==> src/rtl/dmp_deserial.sv <==
`default_nettype none
// ============================================================================
// Module      : dmp_deserial
// Description : Receives one rank frame of NODES_IN_GRAPH 64-bit words,
//               broadcasts it to all threads and waits for every thread to
//               acknowledge before releasing the next iteration.
// Revision    : 1.0 - initial release
// ============================================================================
module dmp_deserial #(
    parameter int NUM_HW_THREADS = 2,
    parameter int NODES_IN_GRAPH = 4
) (
    input  logic                           clock,
    input  logic                           reset,
    input  logic                           stream_start,
    input  logic                           stream_valid,
    input  logic [63:0]                    stream_data,
    input  logic                           stream_done,
    input  logic [NUM_HW_THREADS-1:0]      thread_ack,
    output logic [64*NODES_IN_GRAPH-1:0]   pagerank_local,
    output logic                           load_valid,
    output logic                           nextIteration,
    output logic                           busy,
    output logic                           rx_error,
    output logic [15:0]                    frame_count
);

    localparam int IDX_W = $clog2(NODES_IN_GRAPH + 1);
    localparam int PTR_W = (NODES_IN_GRAPH > 1) ? $clog2(NODES_IN_GRAPH) : 1;

    localparam logic [1:0] c_IDLE       = 2'd0;
    localparam logic [1:0] c_RECEIVE    = 2'd1;
    localparam logic [1:0] c_DISTRIBUTE = 2'd2;
    localparam logic [1:0] c_RELEASE    = 2'd3;

    localparam logic [IDX_W-1:0] c_FULL = IDX_W'(NODES_IN_GRAPH);

    logic [1:0]                r_state;
    logic [IDX_W-1:0]          r_idx;
    logic                      r_ovf;
    logic [NUM_HW_THREADS-1:0] r_ack_seen;
    logic                      r_rx_error;
    logic [15:0]               r_frame_count;
    logic [63:0]               r_buf [NODES_IN_GRAPH];

    logic                      w_drop;
    logic                      w_store;
    logic [IDX_W-1:0]          w_idx_next;
    logic                      w_frame_ok;
    logic [NUM_HW_THREADS-1:0] w_acks;
    logic [PTR_W-1:0]          w_wr_ptr;

    // r_ovf remembers a dropped word so an overrun frame can never look complete.
    assign w_drop     = stream_valid && (r_idx == c_FULL);
    assign w_store    = stream_valid && !w_drop;
    assign w_idx_next = r_idx + IDX_W'(w_store);
    assign w_frame_ok = !r_ovf && !w_drop && (w_idx_next == c_FULL);
    assign w_acks     = r_ack_seen | thread_ack;
    assign w_wr_ptr   = r_idx[PTR_W-1:0];

    always_ff @(posedge clock) begin
        if (reset) begin
            r_state       <= c_IDLE;
            r_idx         <= '0;
            r_ovf         <= 1'b0;
            r_ack_seen    <= '0;
            r_rx_error    <= 1'b0;
            r_frame_count <= '0;
            for (int i = 0; i < NODES_IN_GRAPH; i++) begin
                r_buf[i] <= '0;
            end
        end else begin
            case (r_state)
                c_IDLE: begin
                    if (stream_start) begin
                        r_state    <= c_RECEIVE;
                        r_idx      <= '0;
                        r_ovf      <= 1'b0;
                        r_rx_error <= 1'b0;
                    end
                end
                c_RECEIVE: begin
                    if (stream_start) begin
                        // Restart: a same-cycle word becomes word 0 of the new frame.
                        r_rx_error <= 1'b1;
                        r_ovf      <= 1'b0;
                        if (stream_valid) begin
                            r_buf[0] <= stream_data;
                            r_idx    <= IDX_W'(1);
                        end else begin
                            r_idx    <= '0;
                        end
                    end else begin
                        if (w_store) begin
                            r_buf[w_wr_ptr] <= stream_data;
                        end
                        r_idx <= w_idx_next;
                        if (w_drop) begin
                            r_rx_error <= 1'b1;
                            r_ovf      <= 1'b1;
                        end
                        if (stream_done) begin
                            if (w_frame_ok) begin
                                r_state    <= c_DISTRIBUTE;
                                r_ack_seen <= '0;
                            end else begin
                                r_state    <= c_IDLE;
                                r_rx_error <= 1'b1;
                            end
                        end
                    end
                end
                c_DISTRIBUTE: begin
                    if (stream_start) begin
                        r_rx_error <= 1'b1;
                    end
                    r_ack_seen <= w_acks;
                    if (&w_acks) begin
                        r_state <= c_RELEASE;
                    end
                end
                c_RELEASE: begin
                    r_frame_count <= r_frame_count + 16'd1;
                    r_state       <= c_IDLE;
                end
                default: r_state <= c_IDLE;
            endcase
        end
    end

    generate
        for (genvar g = 0; g < NODES_IN_GRAPH; g++) begin : g_bcast
            assign pagerank_local[64*g +: 64] = r_buf[g];
        end
    endgenerate

    assign load_valid    = (r_state == c_DISTRIBUTE);
    assign nextIteration = (r_state == c_RELEASE);
    assign busy          = (r_state != c_IDLE);
    assign rx_error      = r_rx_error;
    assign frame_count   = r_frame_count;

endmodule
`default_nettype wire
==> config.mk <==
export PLATFORM = sky130hd
export DESIGN_NAME = dmp_deserial
export DESIGN_NICKNAME = d
export VERILOG_FILES = /design/src/rtl/dmp_deserial.sv
export SDC_FILE = /design/constraint.sdc
export NUM_CORES = 1
export LEC_CHECK = 0
export BUFFER_PORTS_ARGS = -buffer_cell sky130_fd_sc_hd__clkbuf_2
export CORE_MARGIN = 4
export CORE_UTILIZATION = 23
export CTS_CLUSTER_DIAMETER = 60
export DETAILED_ROUTE_END_ITERATION = 6
export PLACE_DENSITY = 0.5
export SETUP_SLACK_MARGIN = 0.3
export SYNTH_ARGS = -nofsm -noshare
export SYNTH_HDL_FRONTEND = slang
export SYNTH_SLANG_ARGS = --single-unit
export TNS_END_PERCENT = 5
==> constraint.sdc <==
create_clock -name clock -period 12.5 [get_ports clock]
set_input_delay 2.5 -clock clock [delete_from_list [all_inputs] [get_ports clock]]
set_output_delay 2.5 -clock clock [all_outputs]
set_load 0.005 [all_outputs]
==> flow_summary.toml <==
[worst_setup_path]
r2r_cells = 6
cpPeakStageDelay_ns = 0.89
cp.required_ns = 12.64
worst_setup_path_start_kind = "input pin"
crit_type = "input pin to flop"
arrival_ns = 5.03
crit_path_max_fanout = 65
cpMaxStageDelayCell = "or2_4"
crit_path_end_kind = "flop"
cp_cell_sequence = "clkbuf_2, and2b_1, nand2_1, nor3b_2, buf_4, or2_4"

[route]
post_drt_wl_per_cell_um = 17.1
via_per_inst = 3.96
routed_wl_um = 29000
drtIter0Drc = 278
firstDrtPassIters = 6
antenna_left = 0
route.detailed.drc = 0
route.vias.total = 6704

[placed_design]
io_buffer_count = 346
place_area_um2 = 13200
dpl.hpwl_um = 19200
globalplace.congestion = 0.735
dpl.cell_count = 1631

[power_and_ir_drop]
pwr-share-seq = 0.489
intPower_uw = 1730
pwr-share-clk = 0.453
ir_drop_mv = 0.0860
switching_power_uw = 489
power_frac_comb = 0.058
power.leakage_uw = 0.00596
p_total_uw = 2210
powerDensity_nw_per_um2 = 154
switching_share = 0.221

[global_routing]
grt-ovfl-total = 0
grt_max_degree = 66
grt_pass1_wl_um = 42800
grt_usage = 0.111
grt_antenna_before_repair = 1
grt_pass1_vias = 6803

[floorplan]
core.rowCount = 79
die_x_um = 225
die_h_um = 225
io-pin-count = 347
coreArea_um2 = 46500
dieArea_um2 = 50400
initial_core_util = 0.232

[yosys]
synthFlopType = "edfxtp_1"
synth_edf_count = 256
synth.distinct_cells = 44
ys_warn_count = 0
async_flop_share = 0
ys_seq_area_frac = 0.759
synth_area_um2 = 10800
synthCells = 707
synth_area_per_cell_um2 = 15.3
ys_ff_latch = 281
syn-num-nets = 785

[layout]
final_area_um2 = 14400
drive_gt1_frac = 0.382
areaGrowthSynthToFinish_pct = 33.1
layout_commonest_cell = "clkbuf_2"
fin_cells = 1693
nNetsFinal = 1138
final_cell_mix = "346 x clkbuf_2, 257 x and2_1, 256 x edfxtp_1, 35 x clkbuf_16, 25 x dfxtp_1"
diodes = 0

[clocking]
root_buffer = "clkbuf_16"
cts.clk_slew.worst_paths_ns = 0.06
clockBufferDepth = 3
cts_num_sinks = 281
cts_resized = 0
htree_num_levels = 2
cts_buffers = 34
cts_tree = "done"
cts_hold_buf = 0
clock_latency_ns = 0.53
post_cts_buffers = 0

[timing]
finalSetupViolCount = 0
finalCritPeriodShare = 0.392
worst_pin_slew_ns = 1.10
setup_tns_ns = 0
fin_skew_ns = 0.0178
slew_viol_final = 0
grt_setup_unrepaired = "no"
timing.fmax_mhz = 204
hold_viol_final = 0
worst_hold_slack_ns = 0.508
slew_headroom = 0.267
period_needed_ns = 4.90

[outcome]
status = "completed"

[job]
drv_cap = 0

[hold_path]
hold_class = "flop to flop"
min_path_cells = 2
==> final cells by class <==
class	instances	area, µm²
Fill cell	4724	32100
Clock inverter	22	245
Clock buffer	40	905
Sequential cell	281	8190
Multi-Input combinational cell	383	2470
Tap cell	607	759
Timing Repair Buffer	351	1770
Inverter	9	33.8
==> cell families after synthesis <==
kind of cell | after synthesis | share of synthesized area
buffers and inverters | 43 | 0.0153
XOR/XNOR | 13 | 0.0106
multiplexers | 2 | 0.00186
AO/OA/AOI/OAI | 29 | 0.0201
adder cells (fa/ha/maj) | 7 | 0.00812
AND/OR/NAND/NOR | 332 | 0.185
flip-flops | 281 | 0.759
==> power by group through the flow <==
stage / sequential (µW) / clock, µW / combinational [µW]
2_1_floorplan: 1110 / 0 / 41.7
3_3_place_gp: 1100 / 0 / 133
3_5_place_dp: 1100 / 0 / 133
4_1_cts: 1080 / 1040 / 133
5_1_grt: 1090 / 1080 / 143
6_report: 1080 / 1000 / 128
==> cells in the mapped netlist (2+ instances only) <==
cell	instances	share of area
o21ai_0	6	0.0028
nor3b_1	3	0.0021
inv_1	9	0.0031
and2_1	257	0.15
dfxtp_1	25	0.046
edfxtp_1	256	0.71
nand2b_1	4	0.0023
nand4_1	6	0.0035
a31o_2	2	0.0016
nor2b_1	3	0.0017
o21a_1	2	0.0014
nor3_1	8	0.0037
nor4_1	3	0.0017
mux2i_1	2	0.0019
xor2_1	4	0.0032
or3_1	2	0.0012
or3_4	2	0.0021
xnor2_1	9	0.0073
clkbuf_1	29	0.010
or2_2	3	0.0017
nand2_1	10	0.0035
nor2_1	23	0.0080
ha_1	7	0.0081
buf_1	2	0.00070
clkbuf_2	2	0.00093
nand3_1	5	0.0023
a22oi_1	2	0.0014
a21oi_1	4	0.0019
o311ai_0	2	0.0016
==> sequential cells by signal, summed over array words and instances (netlist names), named ones only <==
register / cells
r_ack_seen: 2
rx_error: 1
r_idx: 3
r_ovf: 1
r_state: 1
r_buf: 256
frame_count: 16
==> worst max-delay path, delay by kind of cell <==
family | cells | cell delay (ns)
and+or+nand+nor | 4 | 1.55
buffers and inverters | 2 | 0.92
==> routing by layer <==
metal,vias to the layer above,global-route usage,wire length (µm)
li1,3192,-,-
met1,3213,0.137,11900
met2,261,0.180,13700
met3,38,0.0452,2840
met4,0,0.0312,581
met5,-,0,0
==> per-stage QoR <==
step,setup slack [ns],utilization
after floorplan,4.57,-
after global placement,6.97,0.284
after detailed placement,6.93,0.284
after CTS,7.52,0.309
after global routing,7.37,0.309
final,7.60,0.309
==> path summary, 6_finish.rpt <==
path                                    from                    endpoint  slack (ns)
setup / recovery                       reset  r_buf[2][37]$_SDFFCE_PN0P_        7.60
hold / removal    r_ack_seen[1]$_SDFFE_PP0P_  r_ack_seen[1]$_SDFFE_PP0P_        0.51
setup reg to reg     r_state[0]$_SDFFE_PP0P_  r_buf[2][37]$_SDFFCE_PN0P_        9.17
hold reg to reg   r_ack_seen[1]$_SDFFE_PP0P_  r_ack_seen[1]$_SDFFE_PP0P_        0.51
No activity file was read; power rests on OpenSTA's default activity.
